===== config.mk =====
export PLATFORM = sky130hd
export DESIGN_NAME = button_event_scheduler
export DESIGN_NICKNAME = d
export VERILOG_FILES = /design/src/rtl/button_event_pkg.sv /design/src/rtl/button_channel.sv /design/src/rtl/button_event_scheduler.sv
export SDC_FILE = /design/constraint.sdc
export NUM_CORES = 1
export LEC_CHECK = 0
export CAP_MARGIN = 20
export CORE_MARGIN = 1.5
export CORE_UTILIZATION = 55
export DETAILED_ROUTE_END_ITERATION = 6
export GPL_TIMING_DRIVEN = 0
export PLACE_DENSITY_LB_ADDON = 0.15
export SLEW_MARGIN = 20
export SYNTH_ARGS = -nofsm -noshare
export SYNTH_HDL_FRONTEND = slang
export SYNTH_HIERARCHICAL = 1
export SYNTH_SLANG_ARGS = --single-unit

===== constraint.sdc =====
create_clock -name clk -period 6.45 [get_ports clk]
set_clock_uncertainty 0.05 [all_clocks]
set_input_delay 0.9675 -clock clk [delete_from_list [all_inputs] [get_ports clk]]
set_output_delay 0.9675 -clock clk [all_outputs]
set_load 0.01 [all_outputs]

===== src/rtl/button_event_pkg.sv =====
// Shared types for the button event scheduler: event kinds, channel FSM
// states and the per-button pending slot.
package button_event_pkg;

   localparam int SYNC_STAGES = 2;

   typedef enum logic [1:0] {
      EVT_NONE    = 2'b00,
      EVT_PRESS   = 2'b01,
      EVT_RELEASE = 2'b10,
      EVT_REPEAT  = 2'b11
   } evt_kind_t;

   typedef enum logic [1:0] {
      ST_IDLE,
      ST_ARM,
      ST_HELD,
      ST_REL
   } btn_state_t;

   typedef struct packed {
      logic      vld;
      evt_kind_t kind;
   } slot_t;

endpackage


===== src/rtl/button_channel.sv =====
// One button: synchroniser, debounce/auto-repeat FSM on the shared tick,
// and a single-entry pending event slot drained by the arbiter.
module button_channel
   import button_event_pkg::*;
#(
   parameter int STABLE_TICKS  = 4,
   parameter int REPEAT_DELAY  = 200,
   parameter int REPEAT_PERIOD = 40
) (
   input  logic  clk,
   input  logic  rst_n,
   input  logic  btn_raw,
   input  logic  tick,
   input  logic  drain,
   input  logic  repeat_en,
   output logic  level,
   output slot_t slot,
   output logic  drop
);

   localparam int CW = $clog2(STABLE_TICKS) + 1;
   localparam int RW = $clog2(REPEAT_DELAY + REPEAT_PERIOD + 1);

   logic [SYNC_STAGES-1:0] sync_pipe;
   logic                   s;
   btn_state_t             state;
   logic [CW-1:0]          cnt;
   logic [RW-1:0]          rpt;
   logic [RW-1:0]          rpt_inc;
   logic                   cnt_done;
   logic                   post;
   evt_kind_t              post_kind;

   assign s        = sync_pipe[SYNC_STAGES-1];
   assign rpt_inc  = rpt + RW'(1);
   assign cnt_done = (cnt == CW'(STABLE_TICKS - 1));

   always_ff @(posedge clk or negedge rst_n) begin
      if (!rst_n) sync_pipe <= '0;
      else        sync_pipe <= {sync_pipe[SYNC_STAGES-2:0], btn_raw};
   end

   always_comb begin
      post      = 1'b0;
      post_kind = EVT_NONE;
      if (tick) begin
         case (state)
            ST_ARM:  if (s && cnt_done) begin post = 1'b1; post_kind = EVT_PRESS; end
            ST_REL:  if (!s && cnt_done) begin post = 1'b1; post_kind = EVT_RELEASE; end
            ST_HELD: if (s && repeat_en && (rpt_inc == RW'(REPEAT_DELAY) ||
                         rpt_inc == RW'(REPEAT_DELAY + REPEAT_PERIOD))) begin
                        post = 1'b1; post_kind = EVT_REPEAT;
                     end
            default: ;
         endcase
      end
   end

   // rpt folds back to REPEAT_DELAY after each period so it never grows unbounded
   always_ff @(posedge clk or negedge rst_n) begin
      if (!rst_n) begin
         state <= ST_IDLE;
         cnt   <= '0;
         rpt   <= '0;
         level <= 1'b0;
      end else if (tick) begin
         case (state)
            ST_IDLE: if (s) begin state <= ST_ARM; cnt <= CW'(1); end
            ST_ARM: begin
               if (!s) begin state <= ST_IDLE; cnt <= '0; end
               else if (cnt_done) begin
                  state <= ST_HELD; level <= 1'b1; rpt <= '0; cnt <= '0;
               end else cnt <= cnt + CW'(1);
            end
            ST_HELD: begin
               if (!s) begin state <= ST_REL; cnt <= CW'(1); end
               else if (!repeat_en) rpt <= '0;
               else if (rpt_inc == RW'(REPEAT_DELAY + REPEAT_PERIOD)) rpt <= RW'(REPEAT_DELAY);
               else rpt <= rpt_inc;
            end
            ST_REL: begin
               if (s) begin state <= ST_HELD; cnt <= '0; end
               else if (cnt_done) begin
                  state <= ST_IDLE; level <= 1'b0; cnt <= '0;
               end else cnt <= cnt + CW'(1);
            end
            default: state <= ST_IDLE;
         endcase
      end
   end

   assign drop = post && slot.vld && !drain;

   always_ff @(posedge clk or negedge rst_n) begin
      if (!rst_n)     slot <= '{vld: 1'b0, kind: EVT_NONE};
      else if (post)  slot <= '{vld: 1'b1, kind: post_kind};
      else if (drain) slot <= '{vld: 1'b0, kind: EVT_NONE};
   end

endmodule


===== src/rtl/button_event_scheduler.sv =====
// Shared debounce prescaler, NUM_BTN button channels and a round-robin
// arbiter feeding one registered valid/ready event port.
module button_event_scheduler
   import button_event_pkg::*;
#(
   parameter int NUM_BTN       = 5,
   parameter int TICK_DIV      = 250000,
   parameter int STABLE_TICKS  = 4,
   parameter int REPEAT_DELAY  = 200,
   parameter int REPEAT_PERIOD = 40,
   parameter int IDW           = $clog2(NUM_BTN)
) (
   input  logic               clk,
   input  logic               rst_n,
   input  logic [NUM_BTN-1:0] btn_raw,
   input  logic [NUM_BTN-1:0] repeat_en,
   output logic               evt_valid,
   input  logic               evt_ready,
   output logic [IDW-1:0]     evt_btn,
   output logic [1:0]         evt_kind,
   output logic [NUM_BTN-1:0] btn_level,
   output logic               evt_drop,
   input  logic               clr_drop
);

   localparam int TW = $clog2(TICK_DIV);

   logic [TW-1:0]               tick_cnt;
   logic                        tick;
   slot_t [NUM_BTN-1:0]         slots;
   logic [NUM_BTN-1:0]          pend;
   logic [NUM_BTN-1:0]          drain;
   logic [NUM_BTN-1:0]          drop;
   logic [IDW-1:0]              rr_ptr;
   logic                        load;
   logic                        gnt_vld;
   logic [IDW-1:0]              gnt_idx;
   int                          sel;

   assign tick = (tick_cnt == TW'(TICK_DIV - 1));

   always_ff @(posedge clk or negedge rst_n) begin
      if (!rst_n)    tick_cnt <= '0;
      else if (tick) tick_cnt <= '0;
      else           tick_cnt <= tick_cnt + TW'(1);
   end

   for (genvar i = 0; i < NUM_BTN; i++) begin : g_ch
      button_channel #(
         .STABLE_TICKS (STABLE_TICKS),
         .REPEAT_DELAY (REPEAT_DELAY),
         .REPEAT_PERIOD(REPEAT_PERIOD)
      ) u_ch (
         .clk      (clk),
         .rst_n    (rst_n),
         .btn_raw  (btn_raw[i]),
         .tick     (tick),
         .drain    (drain[i]),
         .repeat_en(repeat_en[i]),
         .level    (btn_level[i]),
         .slot     (slots[i]),
         .drop     (drop[i])
      );
      assign pend[i] = slots[i].vld;
   end

   assign load = !evt_valid || evt_ready;

   // Search starts one past the last grant so every button gets a turn
   always_comb begin
      gnt_vld = 1'b0;
      gnt_idx = '0;
      sel     = 0;
      drain   = '0;
      for (int k = 1; k <= NUM_BTN; k++) begin
         sel = int'(rr_ptr) + k;
         if (sel >= NUM_BTN) sel = sel - NUM_BTN;
         if (!gnt_vld && pend[sel[IDW-1:0]]) begin
            gnt_vld = 1'b1;
            gnt_idx = sel[IDW-1:0];
         end
      end
      for (int i = 0; i < NUM_BTN; i++)
         drain[i] = load && gnt_vld && (gnt_idx == IDW'(i));
   end

   always_ff @(posedge clk or negedge rst_n) begin
      if (!rst_n) begin
         evt_valid <= 1'b0;
         evt_btn   <= '0;
         evt_kind  <= EVT_NONE;
         rr_ptr    <= '0;
      end else if (load) begin
         evt_valid <= gnt_vld;
         if (gnt_vld) begin
            evt_btn  <= gnt_idx;
            evt_kind <= slots[gnt_idx].kind;
            rr_ptr   <= gnt_idx;
         end else begin
            evt_btn  <= '0;
            evt_kind <= EVT_NONE;
         end
      end
   end

   always_ff @(posedge clk or negedge rst_n) begin
      if (!rst_n)        evt_drop <= 1'b0;
      else if (|drop)    evt_drop <= 1'b1;
      else if (clr_drop) evt_drop <= 1'b0;
   end

endmodule


== Word-level counts from Yosys, hierarchy flattened ==
Index checks and enable logic that the tools add are counted.

* Register bits after elaboration: 123
* Word-level logic and storage cells: 470

* $add $sub $neg: 21
* Order comparisons: 11
* Equality and inequality tests: 80
* Mux-type cells: 212
* Reductions and logical operators: 105

{| class="wikitable"
|+ Operators by type and width
! kind !! number
|-
| $mux 8 || 25
|-
| $mux 3 || 46
|-
| $mux 2 || 47
|-
| $eq 8x8->1 const B || 10
|-
| $pmux 8 s2 || 5
|-
| $pmux 3 s4 || 5
|-
| $mux 1 || 57
|-
| $ne 2x1->1 const B || 25
|-
| $reduce_and 5->1 || 10
|-
| $add 8x1->8 const B || 5
|-
| $logic_and 1x1->1 || 40
|-
| $pmux 2 s4 || 5
|-
| $reduce_bool 2->1 || 16
|-
| $pmux 2 s3 || 5
|-
| $reduce_and 6->1 || 5
|-
| $lt 3x4->1 const B || 6
|-
| $eq 3x2->1 const B || 7
|-
| $eq 2x2->1 const B || 10
|-
| $ge 4x3->1 const B || 5
|-
| $ne 2x2->1 const B || 10
|-
| $add 18x1->18 const B || 1
|-
| $eq 18x18->1 const B || 1
|-
| $mux 18 || 1
|-
| $add 3x1->3 const B || 5
|-
| other kinds (20) || 77
|}

== Longest topological paths before layout ==
Gate-level depths: netlist of the first run.

* Word-level depth: 24
* Mapped depth: 18
* Mapped depth without buffers: 17

== Cells and area by module ==
The synthesis of the first run kept the hierarchy.

{| class="wikitable"
|+ By module, submodules not included
! module !! times used !! cells an instance !! area each (um2) !! sequential area each (um2)
|-
| button_channel (g_ch[0].u_ch ...) || 4 || 133 || 1171.1 || 475.5
|-
| button_event_scheduler || 1 || 303 || 2755.1 || 700.7
|-
| button_channel (g_ch[4].u_ch) || 1 || 125 || 1173.6 || 475.5
|}

== Least setup slack after synthesis of the first run ==
No wires, ideal clock.

* Kind: register -> register
* Start point: register rr_ptr[1]
* End point: register evt_drop
* Setup time: 0.129 ns
* Arrival: 3.631 ns
* Slack: 2.641 ns
* Stages on the path, launching flop included: 16
* Buffers on the path: 1
* Clock period less this slack: 3.809 ns
* Cell sequence: dfrtp_1 -> inv_1 -> ha_1 -> ha_1 -> clkbuf_8 -> a211oi_2 -> o211ai_1 -> a221oi_2 -> a211oi_1 -> o41ai_4 -> o2bb2ai_4 -> and3_1 -> nand2b_1 -> a21oi_2 -> nor4_1 -> nand2_1

* Word-level cells in the longest chain between the ends: 24
* Elaborated cells on any way between the ends: 72

{| class="wikitable"
|+ Ends and longest elaborated chain
! what !! line !! RTL
|-
| from (decl) || button_event_scheduler.sv:34 || <nowiki>logic [IDW-1:0] rr_ptr;</nowiki>
|-
| from (signal assigned) || button_event_scheduler.sv:98 || <nowiki>rr_ptr <= gnt_idx;</nowiki>
|-
| $add 3x1->4 || button_event_scheduler.sv:76 || <nowiki>sel = int'(rr_ptr) + k;</nowiki>
|-
| $ge 4x3->1 / $sub 3x3->3 (equally long branches) || button_event_scheduler.sv:77 || <nowiki>if (sel >= NUM_BTN) sel = sel - NUM_BTN;</nowiki>
|-
| $mux 3 || button_event_scheduler.sv:77 ||
|-
| $bmux 1 s3 || button_event_scheduler.sv:78 || <nowiki>if (!gnt_vld && pend[sel[IDW-1:0]]) begin</nowiki>
|-
| $mux 1 (implied by the code) || button_event_scheduler.sv:78 ||
|-
| $mux 1 || button_event_scheduler.sv:78 ||
|-
| $logic_not 1->1 || button_event_scheduler.sv:78 ||
|-
| $logic_and 1x1->1 || button_event_scheduler.sv:78 ||
|-
| [... 10 more ...] || n/a ||
|-
| $eq 3x1->1 / $logic_and 1x1->1 (equally long branches) || button_event_scheduler.sv:84 || <nowiki>drain[i] = load && gnt_vld && (gnt_idx == IDW'(i));</nowiki>
|-
| $logic_and 1x1->1 (*) || button_event_scheduler.sv:84 ||
|-
| net drain[1] || button_event_scheduler.sv:32 || <nowiki>logic [NUM_BTN-1:0] drain;</nowiki>
|-
| $logic_not 1->1 (*) || button_channel.sv:92 || <nowiki>assign drop = post && slot.vld && !drain;</nowiki>
|-
| $logic_and 1x1->1 (*) || button_channel.sv:92 ||
|-
| net drop[1] || button_event_scheduler.sv:33 || <nowiki>logic [NUM_BTN-1:0] drop;</nowiki>
|-
| $reduce_or 5->1 (*) || button_event_scheduler.sv:108 || <nowiki>else if (|drop) evt_drop <= 1'b1;</nowiki>
|-
| $mux 1 / $reduce_bool 2->1 (equally long branches) || n/a ||
|-
| to (signal assigned) || button_event_scheduler.sv:107 || <nowiki>if (!rst_n) evt_drop <= 1'b0;</nowiki>
|-
| to (signal assigned) || button_event_scheduler.sv:108 ||
|-
| to (signal assigned) || button_event_scheduler.sv:109 || <nowiki>else if (clr_drop) evt_drop <= 1'b0;</nowiki>
|-
| to (decl) || button_event_scheduler.sv:22 || <nowiki>output logic evt_drop,</nowiki>
|}

Mark *: on every way through the listed nets, which the timed path passes. The rest lies on a longest branch. The select of a mux whose other input is x is not followed.
A chain may end at the register's enable or synchronous reset.

== Worst setup path after layout of the first run ==
* Start point: register rr_ptr[1]
* End point: register evt_drop

* Word-level cells in the longest chain between the ends: 24
* Elaborated cells on any way between the ends: 72

{| class="wikitable"
|+ Ends and longest elaborated chain
! what !! line
|-
| $add 3x1->4 || button_event_scheduler.sv:76
|-
| $ge 4x3->1 / $sub 3x3->3 (equally long branches) || button_event_scheduler.sv:77
|-
| $mux 3 || button_event_scheduler.sv:77
|-
| $bmux 1 s3 || button_event_scheduler.sv:78
|-
| $mux 1 (implied by the code) || button_event_scheduler.sv:78
|-
| $mux 1 || button_event_scheduler.sv:78
|-
| $logic_not 1->1 || button_event_scheduler.sv:78
|-
| $logic_and 1x1->1 || button_event_scheduler.sv:78
|-
| [... 10 more ...] || n/a
|-
| $logic_not 3->1 / $logic_and 1x1->1 (equally long branches) || button_event_scheduler.sv:84
|-
| $logic_and 1x1->1 (*) || button_event_scheduler.sv:84
|-
| net drain[0] || button_event_scheduler.sv:32
|-
| $logic_not 1->1 (*) || button_channel.sv:92
|-
| $logic_and 1x1->1 (*) || button_channel.sv:92
|-
| net drop[0] || button_event_scheduler.sv:33
|-
| $reduce_or 5->1 (*) || button_event_scheduler.sv:108
|-
| $mux 1 / $reduce_bool 2->1 (equally long branches) || n/a
|}

Marks and branches as above.

==> impl_metrics.toml, run 1 <==
[run_status]
status = "completed"

[global_routing]
antenna_found_initial = 0
grt_pass1_wl_um = 32400
grt_max_degree = 86
track_usage_pct = 24.4
gr-total-overflow = 0
grt_pass1_vias = 6934

[placed_design]
gp_congestion = 0.886
portBuffers = 25
pre_cts_slack_ns = 1.66
placed_cell_area_mm2 = 0.00916
dp_hpwl_um = 13300

[synth]
synth_top_area_share_pct = 35.7
synth_cell_types = 105
yosys_warnings = 6
synth_area_leaders = "dfrtp_1, o21ai_0, nand2_1, ha_1, nor2_1"
ys_async_sr_fraction_pct = 100
synth_seq_cells = 123
avgSynthCellArea_um2 = 8.97
synth_area_leader_cell = "dfrtp_1"
syn_inst = 960
synth_area_mm2 = 0.00861
syn_nets = 1001
synth-main-ff-cell = "dfrtp_1"
synth_edf_count = 0
synth_seq_area_share_pct = 35.7

[power]
peakVddDrop_mv = 0.298
powerDensity_mw_per_mm2 = 370
total_leakage_power_uw = 0.00415

[detailed_routing]
drtIter0Drc = 804
drc = 0
wire_per_inst_um = 15.4
vias = 7430
drtPass1Iterations = 5
ant_nets = 0
totalWireLength_um = 18900
viasPerCell = 6.05

[worst_setup_path]
crit_fanout = 11
r2r_start = "rr_ptr[1]$_DFFE_PN0P_"
crit_path_frequent_cell = "ha_1"
cp_slowest_cell = "a2111oi_0"
path_cells = "inv_1, ha_1, ha_1, clkbuf_8, a2111oi_0, a221o_2, o211ai_1, a311oi_1, o2111ai_1, nor3_1, nand2b_1, a21oi_2, nor4_1, nand2_1"
reg2regPathDepth = 14
r2r_slack_ns = 1.57
cp-end-kind = "flip-flop"
crit_path_max_incr_delay_ns = 0.72
reg2reg_to = "evt_drop$_DFFE_PN0P_"
crit_arrival_ns = 5.11
cp.required_ns = 6.68
start_kind = "flip-flop"
critical_path.startpoint = "rr_ptr[1]$_DFFE_PN0P_"
path_class = "reg2reg"

[floorplanning]
die-area_mm2 = 0.0164
die_y_um = 128
start_util_pct = 56.4
io_pins = 26
fp.coreArea_mm2 = 0.0153
rows = 45
die_w_um = 128

[clock_tree]
clk_transition_reported_paths_ns = 0.05
cts_buffers = 17
cts_buffer_depth = 2
cts_resized = 0
clock_latency_ns = 0.41
clock_sinks = 123
cts_max_level = 4
tritoncts = "yes"
post-cts-setup-buffers = 0
clockRootBuffer = "clkbuf_16"
cts_hold_buf = 0

[min_path]
hold_path.class = "reg2reg"
hold_depth = 0
min_to = "g_ch[2].u_ch/sync_pipe[1]$_DFF_PN0_"
min_from = "g_ch[2].u_ch/sync_pipe[0]$_DFF_PN0_"

[sta]
finalCriticalPeriod_ns = 4.88
drv_slew = 0
worst_pin_slew_ns = 0.816
hold_slack_ns = 0.293
hold_viol_final = 0
fin_crit_sh_pct = 75.6
max-slew-margin-rel_pct = 44.2
fin_ws_ns = 1.57
max_freq_mhz = 205
setup_violations = 0
rsz0062_at_grt = "no"

[run]
cap_viol_max_count = 0

[final_layout]
diodes = 0
final_nets = 1046
area_delta_synth_final_pct = 12.8
postLayoutCellArea_mm2 = 0.00971
drive_gt1_share_pct = 13.8
==> stage by stage <==
step                      setup TNS (ns)  instances  total power, uW  utilization, %
after floorplan                        0        960             2300               -
after global placement            -71.80       1196             2660            59.8
after detailed placement               0       1197             2670            60.0
after CTS                              0       1228             3590            63.6
after global routing                   0       1228             3830            63.6
final                                  0       1228             3600            63.6
==> logic make-up (layout without fill, tap and decap cells) <==
group	count (synthesis)	in the layout	synth area share, %
simple gates	395	395	24.6
compound gates	285	285	24.3
flops	123	123	35.7
buf+inv	82	139	5.53
xor+xnor	30	30	3.22
fa+ha+maj	27	27	4.01
mux	18	18	2.61
==> worst max-delay path by stage <==
stage                                            endpoint  cells after the start
after floorplan                      evt_drop$_DFFE_PN0P_                     15
after global placement    g_ch[0].u_ch/rpt[7]$_DFFE_PN0P_                      1
after detailed placement             evt_drop$_DFFE_PN0P_                     14
after CTS                            evt_drop$_DFFE_PN0P_                     14
after global routing                 evt_drop$_DFFE_PN0P_                     14
final                                evt_drop$_DFFE_PN0P_                     14
==> critical path: cells and delay by family (launching register included) <==
family,cells,cell delay [ns]
AO/OA/AOI/OAI,6,1.84
AND/OR/NAND/NOR,4,1.11
flip-flops,1,0.64
adder cells (fa/ha/maj),2,0.59
buffers and inverters,2,0.49
==> report_power, final <==
part	leakage [uW]	switching [uW]	total [uW]	internal, uW
clock network	0.000273	329	900	571
logic	0.00226	1070	1830	756
registers	0.00162	52.6	867	815
total	0.00415	1460	3600	2140
==> layer usage <==
layer / GRT usage, % / wire length [um] / vias up
met1: 33.6 / 8910 / 3570
li1: - / - / 3630
met2: 39.1 / 8840 / 202
met5: 0 / 0 / -
met3: 4.42 / 875 / 28
met4: 8.20 / 302 / 0
==> state kept, by name (all words and copies together), names as in the netlist, named ones only <==
register / flops
g_ch.u_ch/rpt: 40
tick_cnt: 18
g_ch.u_ch/cnt: 15
g_ch.u_ch/slot: 15
g_ch.u_ch/sync_pipe: 10
g_ch.u_ch/level: 5
g_ch.u_ch/state: 5
evt_btn: 3
rr_ptr: 3
evt_kind: 2
evt_drop: 1
evt_valid: 1
==> placed cells by master (no fill, tap or decap), types with 24 or more instances in the layout <==
cell type          n
nand3_1           41
a21oi_1           31
nand2_1           97
ha_1              26
o21ai_0           85
clkdlybuf4s50_1   24
inv_1             28
nor2_1            85
nor3_1            26
dfrtp_1          123
==> cell type report <==
class / instances / area, um2
clock inverters: 9 / 97.6
multi-input cells: 755 / 5060
plain buffers: 51 / 358
flip-flops and latches: 123 / 3080
fillers: 1265 / 5550
well taps: 211 / 264
repair buffers: 26 / 283
inverters: 31 / 119
clock buffers: 22 / 454
==> cell usage after synthesis (5+ instances only) <==
| master | count |
|---|---|
| nand2_2 | 6 |
| a31oi_1 | 13 |
| nor4_1 | 5 |
| a21oi_1 | 31 |
| nor2b_1 | 22 |
| inv_1 | 28 |
| and2b_1 | 7 |
| o211ai_1 | 12 |
| buf_2 | 15 |
| mux2i_1 | 12 |
| buf_6 | 7 |
| xor2_1 | 13 |
| o21a_1 | 14 |
| nor2_1 | 85 |
| clkbuf_1 | 7 |
| nor3_1 | 26 |
| nand3_1 | 41 |
| o21bai_1 | 6 |
| a211o_1 | 7 |
| ha_1 | 26 |
| nand4_1 | 22 |
| dfrtp_1 | 123 |
| o21ai_0 | 85 |
| o31a_1 | 8 |
| and3_1 | 15 |
| a22o_1 | 7 |
| nand2b_1 | 18 |
| o21ai_1 | 11 |
| nand2_1 | 97 |
| a32oi_1 | 5 |
| o31ai_1 | 8 |
| a32o_1 | 6 |
| o211ai_2 | 6 |
| xnor2_1 | 15 |
| buf_4 | 20 |
| and4_1 | 6 |
| and3b_1 | 5 |
(Power assumes the default switching activity.)
==> run 2, diff against run 1 <==
==> constraint.sdc (replaced) <==
create_clock -name clk -period 4.1 [get_ports clk]
set_clock_uncertainty 0.05 [all_clocks]
set_input_delay 0.615 -clock clk [delete_from_list [all_inputs] [get_ports clk]]
set_output_delay 0.615 -clock clk [all_outputs]
set_load 0.01 [all_outputs]
==> run 2 against run 1 <==
Net effect:
- routed wire length is 1.8% higher
- clock-buffer cell count stayed put
- worst setup slack worse by 1.5 ns
- sequential share of layout area is 0.57 points lower
- combinational power is 90% higher
- non-clock buffer count is 9 higher
- register-to-register slack worse by 1.5 ns
==> impl_metrics.toml, run 2 (synthesized netlist as in run 1, its figures left out) <==
[clock_tree]
clockRootBuffer = "clkbuf_16"
cts_buffers = 17
clk_transition_reported_paths_ns = 0.06
tritoncts = "yes"
cts_buffer_depth = 2
clock_latency_ns = 0.42
cts_max_level = 4
clock_sinks = 123

[worst_setup_path]
path_class = "reg2reg"
r2r_start = "rr_ptr[1]$_DFFE_PN0P_"
cp.required_ns = 4.34
crit_fanout = 10
start_kind = "flip-flop"
cp-end-kind = "flip-flop"
crit_arrival_ns = 4.31
critical_path.startpoint = "rr_ptr[1]$_DFFE_PN0P_"

[power]
power_uw = 6250
total_leakage_power_uw = 0.00421
powerDensity_mw_per_mm2 = 631
peakVddDrop_mv = 0.576

[global_routing]
grt_pass1_wl_um = 32700
gr-total-overflow = 0
antenna_found_initial = 0
track_usage_pct = 24.6
grt_max_degree = 86
grt_pass1_vias = 6962

[sta]
fin_ws_ns = 0.0305
drv_slew = 0
fin_crit_sh_pct = 99.3
hold_viol_final = 0
finalCriticalPeriod_ns = 4.07
max_freq_mhz = 246
rsz0062_at_grt = "yes"
worst_pin_slew_ns = 0.639
setup_violations = 0
max-slew-margin-rel_pct = 57.3
hold_slack_ns = 0.0245
fin_tns_setup_ns = 0

[floorplanning]
die-area_mm2 = 0.0164
die_y_um = 128
rows = 45
start_util_pct = 56.4
die_w_um = 128
fp.coreArea_mm2 = 0.0153
io_pins = 26

[final_layout]
diodes = 0
final_util_pct = 64.9
final_cell_mix = "dfrtp_1, nand2_1, o21ai_0"
area_delta_synth_final_pct = 14.9
register_area_mm2 = 0.00308
final_nets = 1055
drive_gt1_share_pct = 16.4
largest_reg_flops = 40
multi_input_area_mm2 = 0.00517
top_register = "g_ch.u_ch/rpt"
fill_cells = 1255
reg_top3 = "g_ch.u_ch/rpt x40, tick_cnt x18"
final_common_cell = "dfrtp_1"

[detailed_routing]
vias = 7435
totalWireLength_um = 19300
drtIter0Drc = 792
drtPass1Iterations = 5
ant_nets = 0
viasPerCell = 6.01
drc = 0
wire_per_inst_um = 15.6

[run]
cap_viol_max_count = 0

[placed_design]
dp_hpwl_um = 13300
pre_cts_slack_ns = -0.690
gp_congestion = 0.886
portBuffers = 25

[run_status]
status = "completed"

[min_path]
hold_path.class = "in2async"
[run 2: routing by layer]
| layer | share of wire (%) | vias up | global-route usage [%] |
|---|---|---|---|
| met2 | 46 | 208 | 39.3 |
| met3 | 4.7 | 28 | 4.55 |
| met5 | 0 | - | 0 |
| li1 | - | 3644 | - |
| met4 | 1.6 | 0 | 8.46 |
| met1 | 47 | 3555 | 33.8 |
[run 2: worst paths after layout]
kind                                                       end  slack, ns  cells after the start
hold / removal                 g_ch[1].u_ch/rpt[5]$_DFFE_PN0P_       0.02                      1
setup reg to reg                          evt_drop$_DFFE_PN0P_       0.03                     15
min in group clk           g_ch[2].u_ch/sync_pipe[1]$_DFF_PN0_       0.29                      0
max in group asynchronous                rr_ptr[0]$_DFFE_PN0P_       3.27                      2
setup / recovery                          evt_drop$_DFFE_PN0P_       0.03                     15
hold reg to reg            g_ch[2].u_ch/sync_pipe[1]$_DFF_PN0_       0.29                      0
[run 2: final cells by class]
class,count,area share [%]
Timing Repair Buffer,35,3.54
Sequential cell,123,31.1
Multi-Input combinational cell,755,52.2
Buffer,51,3.65
Tap cell,211,2.67
Clock buffer,22,4.59
Clock inverter,9,0.986
Inverter,31,1.20
[run 2: per-stage QoR]
step	instance area (um2)	std cells
final	9900	1237
after global routing	9900	1237
after CTS	9800	1232
after detailed placement	9160	1197
after global placement	9130	1196
after floorplan	8610	960
[run 2: repair_timing]
| item | in CTS | in global routing |
|---|---|---|
| cloned | 0 | 0 |
| endpoints found under the setup margin | 16 | 11 |
| hold buffers | 0 | 0 |
| hold endpoints to repair | 0 | 0 |
| buffers inserted | 4 | 5 |
| resized for setup | 16 | 14 |
| pin swaps | 4 | 9 |
[run 2: report_power, final]
group          total (uW)  leakage (uW)  internal [uW]  switching (uW)
Clock                1410      0.000273            898             515
Sequential           1350       0.00161           1290            69.1
Combinational        3480       0.00233           1500            1980
Total                6250       0.00421           3690            2560
[run 2: critical path: stages (launching register included)]
cell and delay [ns]:
dfrtp_2 0.42, inv_1 0.27, ha_1 0.36, buf_6 0.17
nand2b_1 0.19, o211ai_1 0.32, o211ai_1 0.22, a32oi_2 0.32
o211ai_1 0.14, a311oi_2 0.34, o2111ai_2 0.25, nor3_4 0.26
nand2b_1 0.17, a21oi_2 0.07, nor4_2 0.32, nand2_1 0.08
==> run 3, diff against run 2 <==
--- a/config.mk
+++ b/config.mk
@@ -5,12 +5,12 @@
 export SDC_FILE = /design/constraint.sdc
 export NUM_CORES = 1
 export LEC_CHECK = 0
-export CAP_MARGIN = 20
 export CORE_MARGIN = 1.5
 export CORE_UTILIZATION = 55
 export DETAILED_ROUTE_END_ITERATION = 6
 export GPL_TIMING_DRIVEN = 0
 export PLACE_DENSITY_LB_ADDON = 0.15
+export REMOVE_ABC_BUFFERS = 1
 export SLEW_MARGIN = 20
 export SYNTH_ARGS = -nofsm -noshare
 export SYNTH_HDL_FRONTEND = slang
==> run 3 against run 2 <==
Net effect:
- die area did not move
- critical path depth is the same
- hold slack improved by 0.094 ns
- total power up 2.2%
- core utilization decreased by 0.83 points
- sequential share of layout area is 0.43 points higher
- maximum frequency is 4.3% higher
- register-to-register slack better by 0.17 ns
- first-iteration DRC count decreased by 27%
- largest power group unchanged
- highest routed layer unchanged
==> impl_metrics.toml, run 3 (synthesized netlist as in run 1, its figures left out) <==
[run_status]
status = "completed"

[detailed_routing]
viasPerCell = 6.11
drtIter0Drc = 576
wire_per_inst_um = 16.1
ant_nets = 0
drtPass1Iterations = 7
vias = 7374
drc = 0
totalWireLength_um = 19500

[floorplanning]
start_util_pct = 56.4
fp.coreArea_mm2 = 0.0153
rows = 45
die_y_um = 128
die_w_um = 128
die-area_mm2 = 0.0164
io_pins = 26

[global_routing]
grt_pass1_vias = 6790
grt_max_degree = 67
grt_pass1_wl_um = 33200
antenna_found_initial = 0
gr-total-overflow = 0
track_usage_pct = 25.0

[worst_setup_path]
crit_path_max_incr_delay_ns = 0.51
cp-end-kind = "flip-flop"
r2r_start = "rr_ptr[0]$_DFFE_PN0P_"
r2r_slack_ns = 0.20
cp_slowest_cell = "dfrtp_4"
crit_fanout = 8
reg2reg_to = "evt_drop$_DFFE_PN0P_"
reg2regPathDepth = 15
start_kind = "flip-flop"
cp.required_ns = 4.35
path_cells = "buf_4, buf_4, ha_1, nand2b_1, nand2_2, mux4_2, a21boi_1, o211ai_1, a311oi_2, o2111ai_2, nor3_4, nand2b_1, a21oi_2, nor4_2, nand2_1"
path_class = "reg2reg"
crit_arrival_ns = 4.15

[power]
peakVddDrop_mv = 0.515
total_leakage_power_uw = 0.00409
powerDensity_mw_per_mm2 = 653
power_uw = 6380

[sta]
worst_pin_slew_ns = 0.630
max_freq_mhz = 256
fin_ws_ns = 0.200
drv_slew = 0
fin_crit_sh_pct = 95.1
finalCriticalPeriod_ns = 3.90
hold_viol_final = 0
max-slew-margin-rel_pct = 57.9
setup_violations = 0

[final_layout]
final_cell_mix = "dfrtp_1, nand2_1, o21ai_0"
diodes = 0
largest_reg_flops = 40
final_common_cell = "dfrtp_1"
top_register = "g_ch.u_ch/rpt"
area_delta_synth_final_pct = 13.5
multi_input_area_mm2 = 0.00520
final_nets = 1024
fill_cells = 1292
drive_gt1_share_pct = 15.7
register_area_mm2 = 0.00308
postLayoutCellArea_mm2 = 0.00977
reg_top3 = "g_ch.u_ch/rpt x40, tick_cnt x18"

[clock_tree]
tritoncts = "yes"
clk_transition_reported_paths_ns = 0.06
cts_buffers = 17
clockRootBuffer = "clkbuf_16"
cts_max_level = 4
clock_latency_ns = 0.42
clock_sinks = 123
cts_buffer_depth = 2

[run]
cap_viol_max_count = 0

[placed_design]
pre_cts_slack_ns = -1.28
gp_congestion = 0.887
placed_cell_area_mm2 = 0.00884
dp_hpwl_um = 13100
portBuffers = 25

[min_path]
hold_path.class = "in2async"
==> run 3: changes by cell type in the layout (fill, tap and decap cells not counted), sizes merged <==
cell,change
clkinv,+4
clkinvlp,+1
clkbuf,-14
bufinv,+1
buf,-22
==> run 3: what timing repair did <==
action                     CTS  global route
resized for setup           14            21
hold buffers                 0             0
setup endpoints to repair   24             7
pin swaps                    2             5
buffers inserted            10            13
==> run 3: metrics by stage <==
step           utilization, %  TNS (ns)  cells  hold WS, ns
6_report                 64.1         0   1207        0.119
5_1_grt                  64.1   -0.0370   1207        0.168
4_1_cts                  62.7         0   1194        0.136
3_5_place_dp             57.9    -16.66   1152        0.286
3_3_place_gp             57.5   -758.96   1145        0.282
2_1_floorplan               -   -201.57    909        0.269
==> run 3: worst max-delay path by stage <==
stage               slack (ns)  cells past startpoint                   from                               to
floorplan                -2.58                      8  tick_cnt[0]$_DFF_PN0_  g_ch[0].u_ch/rpt[4]$_DFFE_PN0P_
global placement         -5.51                      8  tick_cnt[0]$_DFF_PN0_  g_ch[3].u_ch/rpt[4]$_DFFE_PN0P_
detailed placement       -1.28                     13  rr_ptr[0]$_DFFE_PN0P_             evt_drop$_DFFE_PN0P_
CTS                       0.02                     16  rr_ptr[1]$_DFFE_PN0P_             evt_drop$_DFFE_PN0P_
global route             -0.04                     16  rr_ptr[0]$_DFFE_PN0P_             evt_drop$_DFFE_PN0P_
finish                    0.20                     15  rr_ptr[0]$_DFFE_PN0P_             evt_drop$_DFFE_PN0P_
==> run 3: where the power goes <==
group	internal [uW]	total (uW)	leakage, uW	switching, uW
sequential	1290	1360	0.00161	73.4
combinational	1540	3510	0.00218	1970
clock	954	1510	0.000297	556
==> run 3: final cells by class <==
type / instances / share of cell area (%)
sequential: 123 / 31.6
tap: 211 / 2.70
timing repair buffer: 55 / 5.15
clock buffer: 17 / 4.35
inverter: 31 / 1.25
multi-input combinational: 755 / 53.2
clock inverter: 15 / 1.79
==> run 3: routing by layer <==
layer	share of wire [%]	vias to the layer above	global-route usage [%]
met5	0	-	0
met4	1.6	0	8.20
met3	3.5	23	4.13
met2	48	138	39.7
met1	47	3611	34.9
li1	-	3602	-
==> run 3: critical path: cells and delay by family, from the launching register on <==
kind	cells	cell delay [ns]
AND/OR/NAND/NOR	6	1.01
flip-flops	1	0.51
AO/OA/AOI/OAI	5	1.13
adder cells (fa/ha/maj)	1	0.20
buffers and inverters	2	0.38
multiplexers	1	0.49
